$ cat config.mk
export PLATFORM = sky130hd
export DESIGN_NAME = mem_access_stage
export DESIGN_NICKNAME = d
export VERILOG_FILES = /design/src/rtl/mem_access_stage.sv
export SDC_FILE = /design/constraint.sdc
export NUM_CORES = 1
export LEC_CHECK = 0
export BUFFER_PORTS_ARGS = -buffer_cell sky130_fd_sc_hd__buf_2
export CAP_MARGIN = 0
export CORE_ASPECT_RATIO = 1.1
export CORE_MARGIN = 8
export CORE_UTILIZATION = 35
export DETAILED_ROUTE_END_ITERATION = 12
export PLACE_DENSITY = 0.68
export SETUP_SLACK_MARGIN = 0.5
export SYNTH_ARGS = -nofsm -noshare
export SYNTH_HDL_FRONTEND = slang
export SYNTH_SLANG_ARGS = --single-unit
$ cat constraint.sdc
create_clock -name clock -period 2.9 [get_ports clock]
set_input_delay 0.145 -clock clock [delete_from_list [all_inputs] [get_ports clock]]
set_output_delay 0.145 -clock clock [all_outputs]
set_load 0.005 [all_outputs]
$ cat src/rtl/mem_access_stage.sv
// RV32I memory stage: runs one load/store at a time on the req/gnt/rvalid data bus,
// steers byte lanes, extends load data and emits a single registered writeback pulse.
module mem_access_stage #(
  parameter int RD_W = 5,
  parameter int XLEN = 32
) (
  input  logic            clock,
  input  logic            reset,
  input  logic            in_valid,
  output logic            in_ready,
  input  logic [XLEN-1:0] alu_result,
  input  logic [XLEN-1:0] store_data,
  input  logic [3:0]      mem_op,
  input  logic [RD_W-1:0] rd_in,
  input  logic            reg_write_in,
  input  logic            flush,
  output logic            dmem_req,
  output logic            dmem_we,
  output logic [XLEN-1:0] dmem_addr,
  output logic [3:0]      dmem_be,
  output logic [XLEN-1:0] dmem_wdata,
  input  logic            dmem_gnt,
  input  logic            dmem_rvalid,
  input  logic [XLEN-1:0] dmem_rdata,
  output logic            wb_valid,
  output logic [XLEN-1:0] wb_data,
  output logic [RD_W-1:0] wb_rd,
  output logic            wb_we,
  output logic            misaligned
);

  localparam logic [3:0] OP_LB  = 4'd1;
  localparam logic [3:0] OP_LH  = 4'd2;
  localparam logic [3:0] OP_LW  = 4'd3;
  localparam logic [3:0] OP_LBU = 4'd4;
  localparam logic [3:0] OP_LHU = 4'd5;
  localparam logic [3:0] OP_SB  = 4'd6;
  localparam logic [3:0] OP_SH  = 4'd7;
  localparam logic [3:0] OP_SW  = 4'd8;

  typedef enum logic [1:0] {
    IDLE   = 2'd0,
    REQ    = 2'd1,
    WAIT_R = 2'd2,
    DRAIN  = 2'd3
  } state_t;

  state_t state_q, state_d;

  logic            is_byte_in, is_half_in, is_word_in, is_store_in, is_mem_in, mis_in;
  logic [3:0]      be_in;
  logic [XLEN-1:0] wdata_in;

  logic [XLEN-1:0] addr_q, wdata_q;
  logic [3:0]      be_q, op_q;
  logic            we_q;
  logic [RD_W-1:0] rd_q;

  logic            take_mem, pulse_imm, pulse_store, pulse_load;
  logic [XLEN-1:0] rdata_shifted, load_val;

  // Input decode; opcodes 9-15 decode to no size and therefore behave as NONE.
  always_comb begin
    is_byte_in  = (mem_op == OP_LB) || (mem_op == OP_LBU) || (mem_op == OP_SB);
    is_half_in  = (mem_op == OP_LH) || (mem_op == OP_LHU) || (mem_op == OP_SH);
    is_word_in  = (mem_op == OP_LW) || (mem_op == OP_SW);
    is_store_in = (mem_op == OP_SB) || (mem_op == OP_SH) || (mem_op == OP_SW);
    is_mem_in   = is_byte_in || is_half_in || is_word_in;
    mis_in      = (is_half_in && alu_result[0]) || (is_word_in && (alu_result[1:0] != 2'b00));

    be_in    = 4'b0000;
    wdata_in = store_data;
    if (is_byte_in) begin
      be_in    = 4'b0001 << alu_result[1:0];
      wdata_in = {4{store_data[7:0]}};
    end else if (is_half_in) begin
      be_in    = alu_result[1] ? 4'b1100 : 4'b0011;
      wdata_in = {2{store_data[15:0]}};
    end else if (is_word_in) begin
      be_in    = 4'b1111;
    end
  end

  always_ff @(posedge clock or negedge reset) begin
    if (!reset) state_q <= IDLE;
    else        state_q <= state_d;
  end

  always_comb begin
    state_d     = state_q;
    in_ready    = 1'b0;
    dmem_req    = 1'b0;
    take_mem    = 1'b0;
    pulse_imm   = 1'b0;
    pulse_store = 1'b0;
    pulse_load  = 1'b0;
    case (state_q)
      IDLE: begin
        in_ready = 1'b1;
        if (in_valid && !flush) begin
          if (is_mem_in && !mis_in) begin
            take_mem = 1'b1;
            state_d  = REQ;
          end else begin
            pulse_imm = 1'b1;
          end
        end
      end
      REQ: begin
        // Request stays visible during a flush so a coincident grant is still honoured.
        dmem_req = 1'b1;
        if (dmem_gnt) begin
          if (we_q) begin
            state_d     = IDLE;
            pulse_store = !flush;
          end else begin
            state_d = flush ? DRAIN : WAIT_R;
          end
        end else if (flush) begin
          state_d = IDLE;
        end
      end
      WAIT_R: begin
        if (dmem_rvalid) begin
          state_d    = IDLE;
          pulse_load = !flush;
        end else if (flush) begin
          state_d = DRAIN;
        end
      end
      DRAIN: begin
        if (dmem_rvalid) state_d = IDLE;
      end
      default: state_d = IDLE;
    endcase
  end

  always_ff @(posedge clock or negedge reset) begin
    if (!reset) begin
      addr_q  <= '0;
      wdata_q <= '0;
      be_q    <= '0;
      op_q    <= '0;
      we_q    <= 1'b0;
      rd_q    <= '0;
    end else if (take_mem) begin
      addr_q  <= {alu_result[XLEN-1:2], 2'b00};
      wdata_q <= wdata_in;
      be_q    <= be_in;
      op_q    <= mem_op;
      we_q    <= is_store_in;
      rd_q    <= rd_in;
    end
  end

  assign dmem_addr  = addr_q;
  assign dmem_be    = be_q;
  assign dmem_wdata = wdata_q;
  assign dmem_we    = we_q;

  // addr_q keeps only the word address, so the lane is recovered from the byte enables.
  logic [1:0] lane;
  always_comb begin
    lane = 2'd0;
    case (be_q)
      4'b0010: lane = 2'd1;
      4'b0100: lane = 2'd2;
      4'b1000: lane = 2'd3;
      4'b1100: lane = 2'd2;
      default: lane = 2'd0;
    endcase
    rdata_shifted = dmem_rdata >> {lane, 3'b000};
    case (op_q)
      OP_LB:   load_val = {{24{rdata_shifted[7]}}, rdata_shifted[7:0]};
      OP_LBU:  load_val = {24'd0, rdata_shifted[7:0]};
      OP_LH:   load_val = {{16{rdata_shifted[15]}}, rdata_shifted[15:0]};
      OP_LHU:  load_val = {16'd0, rdata_shifted[15:0]};
      default: load_val = dmem_rdata;
    endcase
  end

  always_ff @(posedge clock or negedge reset) begin
    if (!reset) begin
      wb_valid   <= 1'b0;
      wb_data    <= '0;
      wb_rd      <= '0;
      wb_we      <= 1'b0;
      misaligned <= 1'b0;
    end else begin
      wb_valid   <= 1'b0;
      wb_we      <= 1'b0;
      misaligned <= 1'b0;
      if (pulse_imm) begin
        // A faulting access reports its address in wb_data.
        wb_valid   <= 1'b1;
        wb_data    <= alu_result;
        wb_rd      <= rd_in;
        misaligned <= mis_in;
        wb_we      <= !mis_in && reg_write_in && (rd_in != '0);
      end else if (pulse_store) begin
        wb_valid <= 1'b1;
        wb_rd    <= rd_q;
      end else if (pulse_load) begin
        wb_valid <= 1'b1;
        wb_data  <= load_val;
        wb_rd    <= rd_q;
        wb_we    <= (rd_q != '0);
      end
    end
  end

endmodule

* Yosys cells after proc, flatten, opt, wreduce, memory -nomap -nowiden *
Index checks and enable logic that the tools add are counted.

operators by class
  reduce and logical (&&, ||, !) cells = 27
  shift operators = 2
  eq/ne operators = 25
  multiplexer cells = 44

operators with widths
  operator             number
  $mux 32              5
  $pmux 32 s4          1
  $shr 32x5->16        1
  $eq 4x3->1 const B   7
  $mux 1               21
  $eq 4x2->1 const B   4
  $mux 2               8
  $mux 4               4
  $mux 5               3
  $eq 4x4->1 const B   3
  $logic_or 1x1->1     10
  $reduce_bool 5->1    2
  $eq 4x1->1 const B   2
  $ne 2x2->1 const B   4
  $pmux 2 s4           1
  $logic_and 1x1->1    6
  $ne 3x3->1 const B   2
  $pmux 2 s3           1
  $reduce_and 5->1     1
  $eq 2x2->1 const B   2
  $reduce_bool 2->1    2
  $shl 1x2->4 const A  1
  $reduce_bool 3->1    1
  $eq 2x1->1 const B   1
  4 further kinds      5

word-level totals
  register bits after elaboration = 118

* Logic depth before layout (Yosys ltp) *
Gate-level depths: netlist (run 1).

  depth after elaboration = 12
  gate-level depth with buffers = 9
  gate-level depth less buffers = 5

* Worst setup path before layout (run 1) *
No wires, ideal clock.

  kind = register to register
  start point = register be_q[2] (netlist: dmem_be[2])
  end point = register wb_data[21]
  library setup time = 129 ps
  cell stages (with the launch flop) = 8
  data arrival time = 1808 ps
  data required time = 2771 ps
  path buffers = 2
  slack = 963 ps
  path through = dfrtp_1 buf_2 o21a_1 o21ai_1 a31oi_1 nor3_2 buf_4 a221oi_2

on the way
  longest elaborated chain between the ends = 8

ends and longest elaborated chain
  item                                      line  text
  from (decl)                               55    logic [3:0] be_q, op_q;
  from (signal assigned)                    149   be_q <= be_in;
  $eq 4x4->1 or $eq 4x3->1 (tied branches)  165   case (be_q)
  $reduce_or 2->1 (no source line)          --
  $pmux 2 s3 *                              165
  $shr 32x5->16 *                           172   rdata_shifted = dmem_rdata >> {lane, 3'b000};
  $pmux 32 s4 *                             173   case (op_q)
  $mux 32 *                                 203   end else if (pulse_load) begin
  $mux 32 *                                 200   end else if (pulse_store) begin
  $mux 32 *                                 193   if (pulse_imm) begin
  to (signal assigned)                      196   wb_data <= alu_result;
  to (signal assigned)                      205   wb_data <= load_val;
  to (decl)                                 26    output logic [XLEN-1:0] wb_data,

Mark *: on every way between the ends. The rest lies on a longest branch, timed or not. The select of a mux whose other input is x is not followed.
A chain may end at the register's enable or synchronous reset.

* Worst setup path in the final report (run 1) *
  start point = register be_q[2] (netlist: dmem_be[2])
  end point = register wb_data[1]

Same word-level chain as after synthesis.

==> results.tsv, run 1 <==
metric	value	unit
drt-initial-drc-count	360	
firstDrtPassIters	5	
insertion_delay	0.42	ns
max_freq	0.456	GHz
die_x	143	µm
avgSynthCellArea	10.6	µm²
r2r_cells	6	
port_buffers	220	
holdPathEnd	dmem_wdata[5]$_DFFE_PN0P_	
endpoint_kind	flop	
syn_inst	585	
wl_per_cell	18.0	µm
synth_most_common_cell	dfrtp_1	
fin_skew	0.0116	ns
synth_commonest_cells	118 x dfrtp_1, 69 x nor2_1, 58 x nand2_1	
place.gp.congestion	0.834	
cts_tree	done	
power_switching	2.63	mW
r2r_setup_slack	0.71	ns
viasPerCell	5.06	
cts_sinks	118	
cts-root-buf	clkbuf_16	
crit_chain	or4b_1 > buf_4 > o21ai_2 > and2_1 > o22ai_1 > a221oi_2	
grt_use_total	0.182	
power.share.sequential	0.362	
vias	5564	
finalNetCount	957	
row_count	51	
ir_worst_vdd	456	µV
status	finished, final reports clean	
comb_power_share	0.355	
drt-total-wl	19800	µm
swShare	0.331	
grt_pass1_wl	31700	µm
max-cap-violations	0	
synth_flop_cell	dfrtp_1	
grt_max_degree	52	
die_h	156	µm
rsz0062_at_grt	false	
ys_ff_latch	118	
clkSlewWorstSetupHoldPaths	0.05	ns
coreArea	17500	µm²
finalSetupTns	0	ns
synth_top_area_share	0.475	
postCtsSetupRepairBufs	0	
power_density	919	nW/µm²
place_hpwl	14400	µm
drv_slew	0	
grt_remaining_overflow	0	
synth_edf_count	0	
synth_seq_area_share	0.475	
period_needed	2.19	ns
async_reset_ff_frac	1.00	
cpPeakStageDelay	0.53	ns
initial_core_util	0.354	
arrival	2.52	ns
tightestPinTransition	0.992	ns
grt_pass1_vias	5836	
drc	0	
r2r_start	dmem_be[2]$_DFFE_PN0P_	
yosysUniqueCellTypes	57	
drtAntennaViolNets	0	
critPathKind	flop to flop	
cp-start-kind	flop	
clkPwrFrac	0.283	
fin_util	0.492	
layout-drive-gt1-share	0.373	
leakage	4.11	nW
hold_viol	0	
p_int	5.31	mW
yosys_warnings	0	
r2r-end	wb_data[1]$_DFFE_PN0P_	
min_path_type	input pin to flop	
slew_headroom	0.337	
fin_area	8640	µm²
numCtsBuffers	17	
io_pins	223	
slowest_stage	or4b_1	
required	3.22	ns
worst-path-max-fanout	20	
hp-start	store_data[5]	
area_delta_synth_final	39.1	%
synth_area_leaders	dfrtp_1 48%, mux2_1 6.2%, mux2_4 4.8%, a221oi_2 4.6%, nor2_1 4.2%	
min_path_cells	2	
syn-cell-area	6210	µm²
finalSetupViolations	0	
clock_path_buffers	2	
finalCritPeriodShare	0.756	
antenna_found_initial	5	
yosys.area.top_type	dfrtp_1	
die_area	22300	µm²
placed_cell_area	7540	µm²
htree_levels	4	
## state kept, by name, summed over array words and instances (netlist names)
name / cells
op_q: 4
wb_data: 32
state_q: 2
dmem_addr: 30
rd_q: 5
wb_we: 1
dmem_be: 4
wb_rd: 5
dmem_wdata: 32
misaligned: 1
dmem_we: 1
wb_valid: 1
## layout by cell type, fill, tap and decap left out, types with 5 or more instances in the layout
master           n
a21oi_1         31
a221oi_2        19
o22ai_1         10
a2bb2oi_1        7
mux2_1          34
dlygate4sd3_1   46
dfrtp_1        117
clkbuf_16       17
mux2_4          20
o21ai_0         26
nor2_1          69
buf_2          219
a22o_1           6
buf_4           16
o211ai_1         9
nand2_1         58
a211o_1          8
nand3_1          9
mux2i_1         24
o21ai_1         14
inv_1            5
a21o_1           8
o221ai_1         5
## power by group through the flow
| stage | combinational, mW | sequential [mW] | clock [mW] |
|---|---|---|---|
| floorplan | 1.51 | 2.87 | 0 |
| global placement | 2.74 | 2.86 | 0 |
| detailed placement | 2.79 | 2.88 | 0 |
| CTS | 2.85 | 2.87 | 2.30 |
| global route | 3.12 | 2.98 | 2.36 |
| finish | 2.82 | 2.88 | 2.24 |
## cell type report
class / instances / area (µm²)
repair buffers: 284 / 1740
well taps: 238 / 298
fillers: 1572 / 8910
multi-input cells: 419 / 3000
inverters: 5 / 18.8
clock buffers: 23 / 478
diodes: 3 / 7.51
clock inverters: 9 / 148
flip-flops and latches: 118 / 2950
## layer usage
metal / up-vias / wire length [µm] / track usage
met5: - / 26 / 0
met4: 4 / 471 / 0.0765
met3: 37 / 1370 / 0.0557
met2: 197 / 9730 / 0.297
met1: 2671 / 8190 / 0.217
li1: 2655 / - / -
## what timing repair did
action / 4_1_cts / 5_1_grt
resized for setup: 0 / 2
endpoints found under the hold margin: 105 / 0
endpoints found under the setup margin: 0 / 7
hold buffers: 46 / 0
## worst max-delay path: cells and delay by family (launching register included)
family                 cells  cell delay, ns
buffers and inverters      1            0.21
flip-flops                 1            0.52
AO/OA/AOI/OAI              3            0.53
AND/OR/NAND/NOR            2            0.84
## stage by stage
step | instances | hold slack, ns | setup WS, ns | total power [mW]
4_1_cts | 1096 | 0.000337 | 0.586 | 8.01
5_1_grt | 1099 | 0.00994 | 0.580 | 8.46
6_report | 1099 | 0.0163 | 0.707 | 7.94
2_1_floorplan | 586 | -0.151 | 0.963 | 4.38
3_3_place_gp | 1018 | 0.226 | 0.510 | 5.60
3_5_place_dp | 1018 | 0.241 | 0.472 | 5.67
## how the worst max path moves through the flow
| stage | startpoint | to | slack (ns) | cells after the start |
|---|---|---|---|---|
| floorplan | dmem_be[2]$_DFFE_PN0P_ | wb_data[21]$_DFFE_PN0P_ | 0.96 | 7 |
| global placement | mem_op[2] | dmem_wdata[26]$_DFFE_PN0P_ | 0.51 | 6 |
| detailed placement | mem_op[2] | dmem_wdata[26]$_DFFE_PN0P_ | 0.47 | 6 |
| CTS | state_q[0]$_DFFE_PN0P_ | wb_data[20]$_DFFE_PN0P_ | 0.59 | 5 |
| global route | dmem_be[2]$_DFFE_PN0P_ | wb_data[1]$_DFFE_PN0P_ | 0.58 | 6 |
| finish | dmem_be[2]$_DFFE_PN0P_ | wb_data[1]$_DFFE_PN0P_ | 0.71 | 6 |
## kinds of logic after synthesis
kind of cell           count (synthesis)  share of synthesized area
AND/OR/NAND/NOR                      175                      0.132
AO/OA/AOI/OAI                        163                      0.195
flip-flops                           118                      0.475
multiplexers                          79                      0.150
buffers and inverters                 49                     0.0467
other                                  1                   0.000603
No activity file was read; power rests on OpenSTA's default activity.
==> inputs of run 2 (changes only) <==
--- a/config.mk
+++ b/config.mk
@@ -5,13 +5,14 @@
 export SDC_FILE = /design/constraint.sdc
 export NUM_CORES = 1
 export LEC_CHECK = 0
+export ABC_AREA = 1
 export BUFFER_PORTS_ARGS = -buffer_cell sky130_fd_sc_hd__buf_2
 export CAP_MARGIN = 0
 export CORE_ASPECT_RATIO = 1.1
 export CORE_MARGIN = 8
 export CORE_UTILIZATION = 35
 export DETAILED_ROUTE_END_ITERATION = 12
-export PLACE_DENSITY = 0.68
+export PLACE_DENSITY = 0.69
 export SETUP_SLACK_MARGIN = 0.5
 export SYNTH_ARGS = -nofsm -noshare
 export SYNTH_HDL_FRONTEND = slang
==> constraint.sdc (replaced) <==
create_clock -name clock -period 1.95 [get_ports clock]
set_input_delay 0.0975 -clock clock [delete_from_list [all_inputs] [get_ports clock]]
set_output_delay 0.0975 -clock clock [all_outputs]
set_load 0.005 [all_outputs]
==> results.tsv, run 2 <==
metric	value	unit	change
drv_slew	0		unchanged
hold_viol	0		unchanged
arrival	1.96	ns	-0.56 ns
initial_core_util	0.352		-0.00191
firstDrtPassIters	8		+3
htree_levels	4		unchanged
finalSetupTns	0	ns	unchanged
endpoint_kind	flop		
clkSlewWorstSetupHoldPaths	0.06	ns	about the same
period_needed	1.67	ns	-0.526 ns
place_hpwl	17400	µm	+21%
crit_chain	nor2_4 > o21ai_4 > buf_6 > inv_8 > buf_6 > nand3_1 > nand2_1 > nand2_4 > nand2_2 > nand2_2 > nand3_2 > nand2_1		
cp-start-kind	flop		
synth_seq_area_share	0.445		-0.0300
synth_area_leaders	dfrtp_1 45%, nand2_1 16%, nand3_1 9.7%, inv_1 5.7%, o21ai_0 3.8%		
drt-initial-drc-count	910		+150%
die_area	23600	µm²	+6.0%
coreArea	18800	µm²	+7.3%
async_reset_ff_frac	1.00		unchanged
layout_common_cells	223 x nand2_1, 221 x buf_2, 113 x dfrtp_1, 102 x nand3_1, 89 x inv_1		
ir_worst_vdd	796	µV	+74%
row_count	53		+3.9%
critPathKind	flop to flop		
synth_xor_area_frac	0		unchanged
yosys.area.top_type	dfrtp_1		
grt_remaining_overflow	0		unchanged
leakage	5.87	nW	+43%
synth_compound_area_frac	0.107		-0.0878
synth_mux_area_frac	0		-0.150
worst-path-max-fanout	7		-65%
synth_edf_count	0		unchanged
io_pins	223		unchanged
area_delta_synth_final	68.0	%	
synth_flop_cell	dfrtp_1		
power_density	1540	nW/µm²	+68%
cts_sinks	118		unchanged
synthAdderAreaFrac	0		unchanged
syn_inst	938		+60%
drc	0		unchanged
hold_ws	0.0138	ns	-0.00245 ns
grt_max_degree	54		+3.8%
ys_ff_latch	118		unchanged
synth_most_common_cell	nand2_1		
die_x	147	µm	+2.9%
fin_cells	1527		+39%
slew_headroom	0.643		+0.306
synth-simple-area-share	0.345		+0.213
port_buffers	220		unchanged
rsz0062_at_grt	true		
max_freq	0.600	GHz	+32%
drt-total-wl	29900	µm	+51%
min_path_type	input pin to flop		
r2r_setup_slack	0.28	ns	-0.42 ns
finalSetupViolations	0		unchanged
slowest_stage	dfrtp_2		
finalNetCount	1379		+44%
viasPerCell	5.34		+5.4%
synth_top_family_by_area	simple AND/OR/NAND/NOR gates		
cts-root-buf	clkbuf_16		
insertion_delay	0.41	ns	about the same
grt_pass1_wl	43300	µm	+37%
vias	8150		+46%
layout-drive-gt1-share	0.407		+0.0344
place.gp.congestion	0.934		+12%
synth_commonest_cells	286 x nand2_1, 128 x nand3_1, 118 x dfrtp_1		
cpPeakStageDelay	0.48	ns	-0.05 ns
die_h	160	µm	+3.0%
fin_skew	0.00981	ns	-0.00181 ns
clock_path_buffers	2		unchanged
status	finished, final reports clean		
required	2.25	ns	-0.97 ns
tightestPinTransition	0.532	ns	-0.460 ns
syn-cell-area	6630	µm²	+6.7%
grt_use_total	0.229		+0.0472
cts_tree	done		
yosys_warnings	0		unchanged
final_common_cell	nand2_1		
drtAntennaViolNets	0		unchanged
yosysUniqueCellTypes	33		-42%
wl_per_cell	19.6	µm	+8.9%
grt_pass1_vias	8214		+41%
synth_top_area_share	0.445		-0.0300
finalCritPeriodShare	0.855		+0.0988
avgSynthCellArea	7.07	µm²	-33%
max-cap-violations	0		unchanged
numCtsBuffers	17		unchanged
antenna_found_initial	2		-3
dp_cells	1373		+35%
==> run 2: metal layers <==
| metal | vias up | GRT usage | routed length, µm |
|---|---|---|---|
| met2 | 513 | 0.370 | 14400 |
| met1 | 3819 | 0.274 | 11100 |
| met5 | - | 0 | 8 |
| met4 | 2 | 0.118 | 1550 |
| li1 | 3697 | - | - |
| met3 | 119 | 0.0636 | 2890 |
==> run 2: timing repair <==
| action | CTS | global route |
|---|---|---|
| setup endpoints to repair | 113 | 119 |
| hold buffers | 43 | 0 |
| hold endpoints to repair | 170 | 0 |
| setup buffers | 34 | 12 |
| gates cloned | 18 | 15 |
| gates resized for setup | 88 | 178 |
| pin swaps | 19 | 69 |
==> run 2: logic make-up after synthesis <==
family | count (synthesis)
AOI/OAI and AO/OA | 130
and+or+nand+nor | 524
other | 1
DFF | 118
buffers and inverters | 165
==> run 2: worst max-delay path: cells and delay by family (launching register included) <==
family | cells | cell delay [ns]
simple gates | 8 | 0.65
compound gates | 1 | 0.08
flops | 1 | 0.48
buf+inv | 3 | 0.34
==> run 2: per-stage QoR <==
stage                     total power, mW  worst slack, ns  cell area [µm²]   util
after floorplan                      7.90            0.398             6760      -
after global placement               10.1            0.218             8080  0.429
after detailed placement             10.2            0.147             8080  0.429
after CTS                            15.5            0.369            10200  0.539
after global routing                 18.2            0.199            11100  0.592
final                                17.2            0.283            11100  0.592
==> run 2: final timing paths <==
check	startpoint	to	depth (start not counted)
setup / recovery	dmem_be[1]$_DFFE_PN0P_	wb_data[2]$_DFFE_PN0P_	12
hold / removal	store_data[7]	dmem_wdata[7]$_DFFE_PN0P_	3
setup reg to reg	dmem_be[1]$_DFFE_PN0P_	wb_data[2]$_DFFE_PN0P_	12
hold reg to reg	dmem_wdata[28]$_DFFE_PN0P_	dmem_wdata[28]$_DFFE_PN0P_	2
max in group asynchronous	reset	dmem_be[3]$_DFFE_PN0P_	3
min in group asynchronous	reset	wb_data[28]$_DFFE_PN0P_	2
==> run 2: final cells by class <==
type	count	area (µm²)
fill	1583	7690
antenna	1	2.50
timing repair buffer	363	3090
clock inverter	8	170
sequential	118	2960
inverter	108	439
multi-input combinational	657	3680
timing repair inverter	2	20.0
clock buffer	23	478
tap	247	309
==> run 2: power by group <==
| part | switching (mW) | internal, mW | leakage [nW] | total [mW] |
|---|---|---|---|---|
| logic | 4.83 | 4.41 | 4.10 | 9.24 |
| clock network | 1.17 | 2.36 | 0.309 | 3.53 |
| registers | 0.793 | 3.61 | 1.46 | 4.40 |
| total | 6.79 | 10.4 | 5.87 | 17.2 |
